## src/rtl/ps2_host_tx.sv

```systemverilog
// PS/2 host-to-device transmitter: inhibit the bus, request-to-send, shift one byte
// (plus odd parity and stop) out on device clock falls, then check the device ACK.
module ps2_host_tx #(
  parameter int INHIBIT_CYCLES = 12000,
  parameter int REQ_CYCLES     = 200,
  parameter int TIMEOUT_CYCLES = 1500000,
  parameter int FILTER_LEN     = 8
) (
  input  logic       clk,
  input  logic       clrn,
  input  logic       tx_valid,
  input  logic [7:0] tx_data,
  output logic       tx_ready,
  output logic       busy,
  output logic       tx_done,
  output logic [1:0] err_code,
  input  logic       ps2_clk_in,
  input  logic       ps2_data_in,
  output logic       ps2_clk_oe,
  output logic       ps2_data_oe
);
  localparam int CW = $clog2(INHIBIT_CYCLES + REQ_CYCLES + TIMEOUT_CYCLES + 1);
  localparam int FW = $clog2(FILTER_LEN + 1);
  localparam logic [CW-1:0] INH_LAST = CW'(INHIBIT_CYCLES - 1);
  localparam logic [CW-1:0] REQ_LAST = CW'(REQ_CYCLES - 1);
  localparam logic [CW-1:0] TO_LAST  = CW'(TIMEOUT_CYCLES - 1);
  localparam logic [FW-1:0] FLT_LAST = FW'(FILTER_LEN - 1);

  typedef enum logic [2:0] {IDLE, INHIBIT, REQ, SHIFT, ACK, WAIT_IDLE, DONE} state_t;
  state_t state, state_nx;

  // Line index 0 is the PS/2 clock, index 1 the PS/2 data.
  logic [1:0]         sync1, sync2, filt;
  logic [1:0][FW-1:0] fcnt;
  logic               fall;

  logic [CW-1:0] cnt;
  logic [3:0]    k;
  logic [9:0]    frame;
  logic          data_drv;
  logic          in_link, timeout;

  // fall is high in the single cycle where the filtered clock has just dropped.
  always_ff @(posedge clk) begin
    if (!clrn) begin
      sync1 <= 2'b11;
      sync2 <= 2'b11;
      filt  <= 2'b11;
      fcnt  <= '0;
      fall  <= 1'b0;
    end else begin
      sync1 <= {ps2_data_in, ps2_clk_in};
      sync2 <= sync1;
      fall  <= 1'b0;
      for (int i = 0; i < 2; i++) begin
        if (sync2[i] == filt[i]) begin
          fcnt[i] <= '0;
        end else if (fcnt[i] == FLT_LAST) begin
          filt[i] <= sync2[i];
          fcnt[i] <= '0;
          if (i == 0 && !sync2[i]) fall <= 1'b1;
        end else begin
          fcnt[i] <= fcnt[i] + FW'(1);
        end
      end
    end
  end

  assign in_link = (state == SHIFT) || (state == ACK) || (state == WAIT_IDLE);
  assign timeout = in_link && (cnt == TO_LAST);

  always_comb begin
    state_nx    = state;
    tx_ready    = 1'b0;
    tx_done     = 1'b0;
    ps2_clk_oe  = 1'b0;
    ps2_data_oe = data_drv;
    unique case (state)
      IDLE: begin
        tx_ready = 1'b1;
        if (tx_valid) state_nx = INHIBIT;
      end
      INHIBIT: begin
        ps2_clk_oe = 1'b1;
        if (cnt == INH_LAST) state_nx = REQ;
      end
      REQ: begin
        ps2_clk_oe = 1'b1;
        if (cnt == REQ_LAST) state_nx = SHIFT;
      end
      SHIFT: begin
        if (timeout) state_nx = DONE;
        else if (fall && k == 4'd9) state_nx = ACK;
      end
      ACK: begin
        if (timeout) state_nx = DONE;
        else if (fall) state_nx = filt[1] ? DONE : WAIT_IDLE;
      end
      WAIT_IDLE: begin
        if (timeout || filt == 2'b11) state_nx = DONE;
      end
      DONE: begin
        tx_done  = 1'b1;
        state_nx = IDLE;
      end
      default: state_nx = IDLE;
    endcase
  end

  assign busy = ~tx_ready;

  // The timeout counter runs on from clock release through ACK and WAIT_IDLE.
  always_ff @(posedge clk) begin
    if (!clrn) begin
      state    <= IDLE;
      cnt      <= '0;
      k        <= '0;
      frame    <= '0;
      data_drv <= 1'b0;
      err_code <= 2'b00;
    end else begin
      state <= state_nx;
      if (state == IDLE || (state_nx != state && !in_link)) cnt <= '0;
      else cnt <= cnt + CW'(1);

      unique case (state)
        IDLE: if (tx_valid) begin
          frame    <= {1'b1, ~^tx_data, tx_data};
          err_code <= 2'b00;
          k        <= '0;
        end
        INHIBIT: if (state_nx == REQ) data_drv <= 1'b1;
        SHIFT: if (!timeout && fall) begin
          k        <= k + 4'd1;
          data_drv <= ~frame[0];
          frame    <= {1'b0, frame[9:1]};
        end
        default: ;
      endcase

      if (timeout) err_code <= 2'b01;
      else if (state == ACK && fall && filt[1]) err_code <= 2'b10;
      if (state_nx == DONE || state_nx == IDLE) data_drv <= 1'b0;
    end
  end
endmodule

```

## config.mk

```make
export PLATFORM = sky130hd
export DESIGN_NAME = ps2_host_tx
export DESIGN_NICKNAME = d
export VERILOG_FILES = /design/src/rtl/ps2_host_tx.sv
export SDC_FILE = /design/constraint.sdc
export NUM_CORES = 1
export LEC_CHECK = 0
export BUFFER_PORTS_ARGS = -buffer_cell sky130_fd_sc_hd__buf_4
export CAP_MARGIN = 30
export CORE_MARGIN = 8
export CORE_UTILIZATION = 32
export CTS_CLUSTER_DIAMETER = 100
export DETAILED_ROUTE_END_ITERATION = 10
export PLACE_DENSITY = 0.5
export SYNTH_ARGS = -nofsm -noshare
export SYNTH_HDL_FRONTEND = slang
export SYNTH_SLANG_ARGS = --single-unit
```

## constraint.sdc

```tcl
create_clock -name clk -period 6 [get_ports clk]
set_input_delay 1.2 -clock clk [delete_from_list [all_inputs] [get_ports clk]]
set_output_delay 1.2 -clock clk [all_outputs]
set_load 0.01 [all_outputs]
```

======== After elaboration in Yosys (flattened, before gate mapping) ========
Index checks and enable logic that the tools add are counted.
word-level totals
  register bits after elaboration ......... 56
  bits of input ports ..................... 13
  logic and storage cells ................. 107
cells by class
  $add $sub $neg .......................... 4
  eq/ne operators ......................... 21
  muxes and demuxes ....................... 27
  bitwise operators ....................... 6
  reductions and logical operators ........ 35
operators with widths
  operator                                          count
  2-to-1 mux 3 bit                                  8
  adder 21 x 1 -> 21 bit (second input constant)    1
  == test 21 x 14 -> 1 bit (second input constant)  1
  == test 21 bit (second input constant)            1
  == test 21 x 8 -> 1 bit (second input constant)   1
  2-to-1 mux 10 bit                                 2
  one-hot mux 10 bit (2 select lines)               1
  one-hot mux 3 bit (6 select lines)                1
  adder 4 x 1 -> 4 bit (second input constant)      3
  == test 3 bit (second input constant)             4
  == test 3 x 2 -> 1 bit (second input constant)    3
  OR reduction 3 bit                                3
  == test 4 x 3 -> 1 bit (second input constant)    2
  2-to-1 mux 2 bit                                  4
  2-to-1 mux 4 bit                                  2
  one-hot mux 4 bit (2 select lines)                1
  AND reduction 2 bit                               4
  nonzero test 2 bit                                4
  OR reduction 2 bit                                4
  XNOR reduction 8 bit                              1
  2-to-1 mux 1 bit                                  7
  logical AND 1 bit                                 6
  logical NOT 3 bit                                 2
  NOT 1 bit                                         6
  other kinds (12)                                  21

======== Depth between registers and ports, before layout ========
Gate-level depths: netlist of the first run.
  word-level depth ........................ 11
  mapped depth ............................ 9
  gate-level depth less buffers ........... 8

======== Worst setup path before layout of the first run ========
OpenSTA, ideal clock, no wires.
  path type ............................... flip-flop to output port
  start ................................... reg state[0]
  end ..................................... out ps2_clk_oe
  arrival time ............................ 1.087 ns
  setup slack ............................. 3.713 ns
  stages on the path, launching flop included .. 5
  cells stage by stage .................... dfxtp_1 -> buf_2 -> buf_1 -> xnor2_1 -> nor2_1
between the ends
  longest elaborated chain between the ends .. 3
  elaborated cells between the ends (all ways) .. 4
ends and longest elaborated chain
  element                                                           line  source
  start, declared                                                   30    state_t state, state_nx;
  start signal, assigned                                            122   state <= state_nx;
  == test 3 x 1 -> 1 bit or == test 3 x 2 -> 1 bit (tied branches)  78    unique case (state)
  OR reduction 2 bit (no source line) (*)                           --
  2-to-1 mux 1 bit (*)                                              78
  end, declared                                                     19    output logic ps2_clk_oe,
Every way passes the cells marked *; elsewhere a longest branch is shown, timed or not.

======== Worst setup path in the final report of the first run ========
  start ................................... reg state[0]
  end ..................................... out busy
between the ends
  longest elaborated chain between the ends .. 3
ends and longest elaborated chain
  element            line  source
  logical NOT 3 bit  78
  2-to-1 mux 1 bit   78
  NOT 1 bit          110   assign busy = ~tx_ready;
  end, declared      14    output logic busy,
No other way between the ends.

==> results of run 1 <==
per-layer routing:
metal / track usage [%] / wire [µm] / vias up
li1: - / - / 1082
met1: 12.4 / 2650 / 957
met2: 16.9 / 2740 / 18
met3: 2.13 / 158 / 2
met4: 2.64 / 33 / 0
met5: 0 / 0 / -
per-stage QoR:
| stage | utilization, % | cells | hold WS (ps) | instance area (µm²) |
|---|---|---|---|---|
| floorplan | - | 305 | 386 | 2770 |
| global placement | 34.9 | 420 | 388 | 2980 |
| detailed placement | 34.9 | 420 | 399 | 2980 |
| CTS | 36.0 | 427 | 423 | 3080 |
| global route | 36.3 | 428 | 463 | 3110 |
| finish | 36.3 | 428 | 427 | 3110 |
sequential cells by signal, summed over array words and instances, names as in the netlist:
name,cells
frame,10
sync1,2
filt,2
state,3
ps2_data_oe,1
sync2,2
k,4
cnt,21
err_code,2
fall,1
fcnt,8
worst max path at each step:
| stage | startpoint | end | cells past startpoint | slack [ps] |
|---|---|---|---|---|
| global route | state[0] | busy | 3 | 3120 |
| detailed placement | tx_valid | cnt[16] | 6 | 2950 |
| finish | state[0] | busy | 3 | 3220 |
| floorplan | state[0] | ps2_clk_oe | 4 | 3710 |
| CTS | state[0] | cnt[16] | 6 | 3110 |
| global placement | tx_valid | cnt[16] | 6 | 3020 |
kinds of logic after synthesis:
kind of cell	after synthesis	share of synthesized area, %
AND/OR/NAND/NOR	149	29.6
flip-flops	56	40.5
XOR/XNOR	36	11.4
AO/OA/AOI/OAI	35	11.5
buffers and inverters	21	3.75
adder cells (fa/ha/maj)	5	2.26
multiplexers	3	1.13
cell usage after synthesis, drive strengths merged, types with 2 or more instances:
library cell,count
a21boi,3
a21oi,3
and2,2
and3,8
and4,3
buf,6
clkbuf,7
dfxtp,56
ha,5
inv,8
mux2i,2
nand2,28
nand2b,5
nand3,33
nand3b,3
nand4,6
nand4b,2
nor2,39
nor2b,6
nor3,3
nor4,4
o211a,8
o21a,3
o21ai,7
xnor2,21
xor2,15
power breakdown:
| group | total, W | switching (W) | internal, W | leakage, nW |
|---|---|---|---|---|
| logic | 0.0000571 | 0.0000290 | 0.0000281 | 0.697 |
| registers | 0.000389 | 0.00000882 | 0.000381 | 0.455 |
| clock network | 0.000216 | 0.000113 | 0.000103 | 0.0503 |
area by class of cell:
class / instances / area share (%)
inverter: 8 / 0.967
timing repair buffer: 21 / 5.72
tap: 108 / 4.35
multi-input combinational: 228 / 49.8
clock buffer: 7 / 3.10
sequential: 56 / 36.1
==> Flow_metrics.wiki, run 1 <==
{| class="wikitable"
! Metric !! Value
|-
| Pin slew with the least headroom to its limit || 808 ps
|-
| Number of diodes added for antenna fixing || 0
|-
| Number of endpoints failing setup at the final stage || 0
|-
| Vias in the first global route || a little over 2000
|-
| Area of the core || 8550 µm²
|-
| Maximum fanout along the worst path || 22
|-
| Leading cell type in the layout, fill and taps excluded || sky130_fd_sc_hd__dfxtp_1
|-
| Number of endpoints with negative hold slack in the final report || 0
|-
| Worst setup SP type || register
|-
| Root cell of the clock tree || sky130_fd_sc_hd__clkbuf_8
|-
| Critical path type || reg -> out
|-
| Start point of the worst hold path || sync1[1]
|-
| WP buf/inv || 2
|-
| Share of flip-flops with an asynchronous set or reset || 0%
|-
| Gp weighted congestion || around 0.75
|-
| Class of the worst hold path || reg -> reg
|-
| Post-cts gate resize count || 0
|-
| Cell Pwr Density || 213 nW/µm²
|-
| Clock tree from TritonCTS || done
|-
| Drt initial violations || 140
|-
| Number of enable flip-flop cells after synthesis || 0
|-
| Layout cell share with drive strength beyond 1 || 18.4%
|-
| Reg-to-reg setup timing slack || 3450 ps
|-
| Number of nets in the finished design || 338
|-
| Post-synth design cell area || 2770 µm²
|-
| Pre-Repair DR Iteration Count || 4
|-
| Cts-stage hold buffer count || 0
|-
| Pin count of the biggest net entering global routing || 33
|-
| Clk sinks || 56
|-
| Vertical die dimension || roughly 110 µm
|-
| Part of the Yosys area used for sequential elements || 40.5%
|-
| MaxCap Viol Count || 0
|-
| Kind of cell adding the most delay to the critical path || flip-flops
|-
| DR vias || 2059
|-
| Ratio of final minimum period to clock period || 46.3%
|-
| WL final || 5580 µm
|-
| Total Power Consumption || between 0.0006 and 0.0007 W
|-
| Worst Hold Endpoint || sync2[1]
|-
| Ranking of synthesized cells by area || sky130_fd_sc_hd__dfxtp_1, sky130_fd_sc_hd__xnor2_1, sky130_fd_sc_hd__nand3_1
|-
| Slew Limit Headroom || 46.1%
|-
| Combined area of the multi-input logic cells || between 1500 and 2000 µm²
|-
| Worst EP arrival || 1580 ps
|-
| Storage cell area || 1120 µm²
|-
| Post-route setup TNS || 0 ps
|-
| Terminus of the critical flop-to-flop path || cnt[9]
|-
| Data required time of the critical path || about 4800 ps
|-
| Clock Latency Late Sink || 300 ps
|-
| Most used cells in the layout excluding fill and tap cells || sky130_fd_sc_hd__dfxtp_1, sky130_fd_sc_hd__nand3_1, sky130_fd_sc_hd__nand2_1
|-
| Achievable clock frequency || 360 MHz
|-
| Maximum cell stage delay along the critical path || about 860 ps
|-
| Synthesized area per cell || ~9 µm²
|-
| Die footprint || 11900 µm²
|-
| Slowest stage cell, crit path || sky130_fd_sc_hd__dfxtp_1
|-
| Area share of the largest cell type after synthesis || between 40% and 50%
|-
| Worst reg2reg path startpoint || state[0]
|-
| Worst r2r path cells || 7
|-
| Starting density of the core || 32.4%
|-
| Global routing usage summed across all routing layers || 9.94%
|-
| Worst hold stages || 1
|-
| Worst clock skew || 7.91 ps
|-
| Area grow syn2layout || 12.1%
|-
| CTS Buf Count || 5
|-
| DRC Markers || 0
|-
| Post-DRT Antenna Nets || 0
|-
| Worst IR Drop VDD || 87.4 µV
|-
| Placement Setup Slack || 2950 ps
|-
| Number of standard cells after synthesis || approximately 310
|-
| Setup Buffers After CTS || 0
|-
| Maximum number of buffers from clock root to sink || 2
|-
| Std cell rows || 34
|-
| Distinct cell type count after synthesis || 50
|-
| Biggest area consumer among synthesized cells || sky130_fd_sc_hd__dfxtp_1
|-
| Number of antenna violations at the first check in global routing || 0
|-
| Estimated wirelength of the detail-placed design || 4040 µm
|-
| Final setup margin || around 3200 ps
|-
| H-tree Lvls || 2
|-
| Total I/O pin count || 20
|-
| Max-slew violation total from the final report || 0
|-
| Post-synth net total || 323
|-
| Kind of end point of the critical path || output port
|-
| Run status || finished clean
|-
| Layout fillers || 883
|-
| Avg Vias per Cell || 4.81
|-
| WL per Instance || approximately 13 µm
|-
| RSZ-0062 raised after global routing || false
|-
| Wire length of the first global-routing pass || 9570 µm
|-
| Crit path cell chain || nor3_1 > inv_1 > buf_4
|-
| Flop and latch count out of synthesis || 56
|-
| Most used flip-flop cell after synthesis || sky130_fd_sc_hd__dfxtp_1
|-
| Yosys warnings || 0
|-
| Minimum clock period || 2780 ps
|-
| Number of buffers added on ports || 19
|-
| Final global-route overflow total || 0
|-
| Clock slew seen by the registers of the worst setup and hold paths || about 100 ps
|-
| Leakage Power || approximately 1.2 nW
|-
| Die span in x || 109 µm
|}
No activity file was read; power rests on OpenSTA's default activity.
==> run 2: changes to the inputs <==
ABC_AREA = 1   (was unset)
PLACE_DENSITY = 0.51   (was 0.5)
clock period = 2.54 ns   (was 6 ns; I/O delays follow)
==> Flow_metrics.wiki, run 2 <==
{| class="wikitable"
! Metric !! Value
|-
| WL per Instance || 11.3 µm (was 13.0 µm)
|-
| Leading cell type in the layout, fill and taps excluded || sky130_fd_sc_hd__nand2_1 (was sky130_fd_sc_hd__dfxtp_1)
|-
| Most flop-heavy register || cnt (unchanged)
|-
| Final global-route overflow total || 0 (unchanged)
|-
| Share of flip-flops with an asynchronous set or reset || 0% (unchanged)
|-
| Worst clock skew || 10.9 ps (was 7.91 ps)
|-
| Terminus of the critical flop-to-flop path || cnt[9] (unchanged)
|-
| Biggest area consumer among synthesized cells || sky130_fd_sc_hd__dfxtp_1 (unchanged)
|-
| Post-synth design cell area || 2890 µm² (was 2770 µm²)
|-
| Number of endpoints with negative hold slack in the final report || 0 (unchanged)
|-
| Most used flip-flop cell after synthesis || sky130_fd_sc_hd__dfxtp_1 (unchanged)
|-
| Data required time of the critical path || 2750 ps (was 4800 ps)
|-
| Combined area of the multi-input logic cells || 1520 µm² (was 1550 µm²)
|-
| Maximum number of buffers from clock root to sink || 2 (unchanged)
|-
| Run status || finished clean (unchanged)
|-
| Avg Vias per Cell || 4.55 (was 4.81)
|-
| Estimated wirelength of the detail-placed design || 4540 µm (was 4040 µm)
|-
| Yosys warnings || 0 (unchanged)
|-
| Clock tree from TritonCTS || done (unchanged)
|-
| Registers with the most flip-flops || cnt (21), frame (10), fcnt (8) (unchanged)
|-
| Gp weighted congestion || 0.866 (was 0.750)
|-
| Starting density of the core || 33.1% (was 32.4%)
|-
| Achievable clock frequency || 459 MHz
|-
| Total I/O pin count || 20 (unchanged)
|-
| Setup Buffers After CTS || 0 (unchanged)
|-
| Number of diodes added for antenna fixing || 0 (unchanged)
|-
| Post-route standard cell area excluding fillers || 3250 µm² (was 3110 µm²)
|-
| Ratio of final minimum period to clock period || 85.8%
|-
| Ranking of synthesized cells by area || sky130_fd_sc_hd__dfxtp_1, sky130_fd_sc_hd__nand2_1, sky130_fd_sc_hd__xor2_1 (was sky130_fd_sc_hd__dfxtp_1, sky130_fd_sc_hd__xnor2_1, sky130_fd_sc_hd__nand3_1)
|-
| Most used cells in the layout excluding fill and tap cells || sky130_fd_sc_hd__nand2_1, sky130_fd_sc_hd__dfxtp_1, sky130_fd_sc_hd__nor2_1 (was sky130_fd_sc_hd__dfxtp_1, sky130_fd_sc_hd__nand3_1, sky130_fd_sc_hd__nand2_1)
|-
| Area grow syn2layout || 12.5% (was 12.1%)
|-
| Worst reg2reg path startpoint || cnt[0] (was state[0])
|-
| RSZ-0062 raised after global routing || false (unchanged)
|-
| H-tree Lvls || 2 (unchanged)
|-
| Flip-flop count of the largest register, all copies and words added || 21 (unchanged)
|-
| Origin of the worst setup path || cnt[0] (was state[0])
|-
| Start point of the worst hold path || ps2_data_in (was sync1[1])
|-
| Worst r2r path cells || 15 (was 7)
|-
| Number of buffers added on ports || 19 (unchanged)
|-
| Drt initial violations || 115 (was 140)
|-
| Vertical die dimension || 111 µm (was 109 µm)
|-
| Post-route setup TNS || 0 ps (unchanged)
|-
| Most frequent cell after synthesis || sky130_fd_sc_hd__nand2_1 (was sky130_fd_sc_hd__dfxtp_1)
|-
| Storage cell area || 1120 µm² (unchanged)
|-
| Class of the worst hold path || in -> reg (was reg -> reg)
|-
| Layout cell share with drive strength beyond 1 || 18.8% (was 18.4%)
|-
| Synth top cells by count || sky130_fd_sc_hd__nand2_1, sky130_fd_sc_hd__dfxtp_1, sky130_fd_sc_hd__nor2_1, sky130_fd_sc_hd__inv_1, sky130_fd_sc_hd__nor2_2 (was sky130_fd_sc_hd__dfxtp_1, sky130_fd_sc_hd__nand3_1, sky130_fd_sc_hd__nand2_1, sky130_fd_sc_hd__xnor2_1, sky130_fd_sc_hd__nor2_2)
|-
| Maximum fanout along the worst path || 14 (was 22)
|-
| Die footprint || 12300 µm² (was 11900 µm²)
|-
| CP endpoint || cnt[9] (was busy)
|-
| Placed standard-cell area || 3160 µm² (was 2980 µm²)
|-
| Global routing usage summed across all routing layers || 9.65% (was 9.94%)
|-
| Vias in the first global route || 2146 (was 2036)
|-
| Number of enable flip-flop cells after synthesis || 0 (unchanged)
|-
| Flop and latch count out of synthesis || 56 (unchanged)
|-
| Number of nets in the finished design || 438 (was 338)
|-
| Clk sinks || 56 (unchanged)
|-
| Cts-stage hold buffer count || 0 (unchanged)
|-
| Post-DRT Antenna Nets || 0 (unchanged)
|-
| Final setup margin || 360 ps (was 3220 ps)
|-
| Synthesized area per cell || 7.26 µm² (was 9.09 µm²)
|-
| Worst IR Drop VDD || 267 µV (was 87.4 µV)
|-
| Number of antenna violations at the first check in global routing || 0 (unchanged)
|-
| Post-cts gate resize count || 0 (unchanged)
|-
| Worst setup SP type || register (unchanged)
|-
| Root cell of the clock tree || sky130_fd_sc_hd__clkbuf_8 (unchanged)
|-
| Layout fillers || 896 (was 883)
|-
| Area of the core || 8720 µm² (was 8550 µm²)
|-
| Distinct cell type count after synthesis || 35 (was 50)
|-
| DRC Markers || 0 (unchanged)
|-
| Leakage Power || 1.31 nW (was 1.20 nW)
|-
| Max-slew violation total from the final report || 0 (unchanged)
|-
| Reg-to-reg setup timing slack || 360 ps (was 3450 ps)
|-
| Area share of the largest cell type after synthesis || 38.8% (was 40.5%)
|-
| Std cell rows || 34 (unchanged)
|-
| Worst EP arrival || 2390 ps (was 1580 ps)
|-
| CTS Buf Count || 5 (unchanged)
|-
| DR vias || 2405 (was 2059)
|-
| Die span in x || 111 µm (was 109 µm)
|-
| Clock Latency Late Sink || 320 ps (was 300 ps)
|-
| Pin slew with the least headroom to its limit || 342 ps (was 808 ps)
|-
| Placement Setup Slack || 357 ps (was 2950 ps)
|-
| Pin count of the biggest net entering global routing || 20 (was 33)
|-
| Cell Pwr Density || 482 nW/µm² (was 213 nW/µm²)
|-
| MaxCap Viol Count || 0 (unchanged)
|-
| Pre-Repair DR Iteration Count || 4 (unchanged)
|-
| Part of the Yosys area used for sequential elements || 38.8% (was 40.5%)
|-
| Wire length of the first global-routing pass || 10300 µm (was 9570 µm)
|-
| Slew Limit Headroom || 77.0% (was 46.1%)
|-
| Kind of end point of the critical path || register (was output port)
|-
| Post-synth net total || 416 (was 323)
|-
| WL final || 5990 µm (was 5580 µm)
|-
| Minimum clock period || ~2200 ps
|-
| Clock slew seen by the registers of the worst setup and hold paths || 110 ps (was 100 ps)
|-
| Number of standard cells after synthesis || 398 (was 305)
|-
| Number of endpoints failing setup at the final stage || 0 (unchanged)
|-
| Critical path type || reg -> reg (was reg -> out)
|}
==> run 2: changes by cell type after synthesis, moves of 8 or more <==
cell and delta:
sky130_fd_sc_hd__inv_1 +34, sky130_fd_sc_hd__inv_2 +8, sky130_fd_sc_hd__nand2_1 +51, sky130_fd_sc_hd__nand3_1 -14
sky130_fd_sc_hd__nor2_1 +27, sky130_fd_sc_hd__o211a_1 -8, sky130_fd_sc_hd__o21ai_0 +11, sky130_fd_sc_hd__xnor2_1 -13
==> run 2: layer usage <==
metal  global-route usage [%]  wire, µm
met4                     2.40        56
met1                     13.8      3210
met2                     13.9      2480
met5                        0         0
met3                     2.49       244
==> run 2: per-stage QoR <==
| stage | cells | hold WS [ps] | power, W | utilization (%) |
|---|---|---|---|---|
| finish | 529 | 366 | 0.00157 | 37.3 |
| global route | 529 | 346 | 0.00165 | 37.3 |
| CTS | 529 | 358 | 0.00159 | 37.3 |
| detailed placement | 521 | 399 | 0.00108 | 36.2 |
| global placement | 521 | 399 | 0.00108 | 36.2 |
| floorplan | 398 | 393 | 0.00103 | - |
==> run 2: worst min-delay path by stage <==
stage	to	slack, ps	cells after the start
after floorplan	sync2[0]	390	1
after global placement	sync2[0]	400	1
after detailed placement	sync2[0]	400	1
after CTS	sync1[0]	360	2
after global routing	sync1[0]	350	2
final	sync1[1]	370	2
==> run 2: cells by family (layout without fill, tap and decap cells) <==
family | Yosys count | count (layout) | synth area share, %
compound gates | 40 | 40 | 7.67
xor+xnor | 28 | 28 | 8.49
fa+ha+maj | 5 | 5 | 2.17
buf+inv | 60 | 83 | 8.49
flops | 56 | 56 | 38.8
simple gates | 209 | 209 | 34.4
==> run 2: final cells by class <==
| class | instances | area share [%] |
|---|---|---|
| multi-input cells | 282 | 46.8 |
| flip-flops and latches | 56 | 34.5 |
| inverters | 52 | 6.00 |
| repair buffers | 23 | 5.70 |
| well taps | 108 | 4.16 |
| clock buffers | 5 | 2.12 |
| clock inverters | 3 | 0.693 |
==> run 2: where the power goes <==
part	leakage, nW	internal, W	switching, W
registers	0.455	0.000902	0.0000157
clock network	0.0485	0.000198	0.000307
logic	0.806	0.0000640	0.0000794
==> run 2: critical path, stage by stage (launching register included) <==
cell and delay (ps):
sky130_fd_sc_hd__dfxtp_1 420, sky130_fd_sc_hd__ha_1 230, sky130_fd_sc_hd__nand2_2 70, sky130_fd_sc_hd__inv_2 60
sky130_fd_sc_hd__nand2_2 80, sky130_fd_sc_hd__nor2_4 180, sky130_fd_sc_hd__nand3_4 110, sky130_fd_sc_hd__nand2_1 120
sky130_fd_sc_hd__nand3_2 100, sky130_fd_sc_hd__nand2_1 70, sky130_fd_sc_hd__nand2_1 50, sky130_fd_sc_hd__nand3_1 70
sky130_fd_sc_hd__nand2_1 60, sky130_fd_sc_hd__nand2_2 210, sky130_fd_sc_hd__buf_12 200, sky130_fd_sc_hd__nor2_2 40
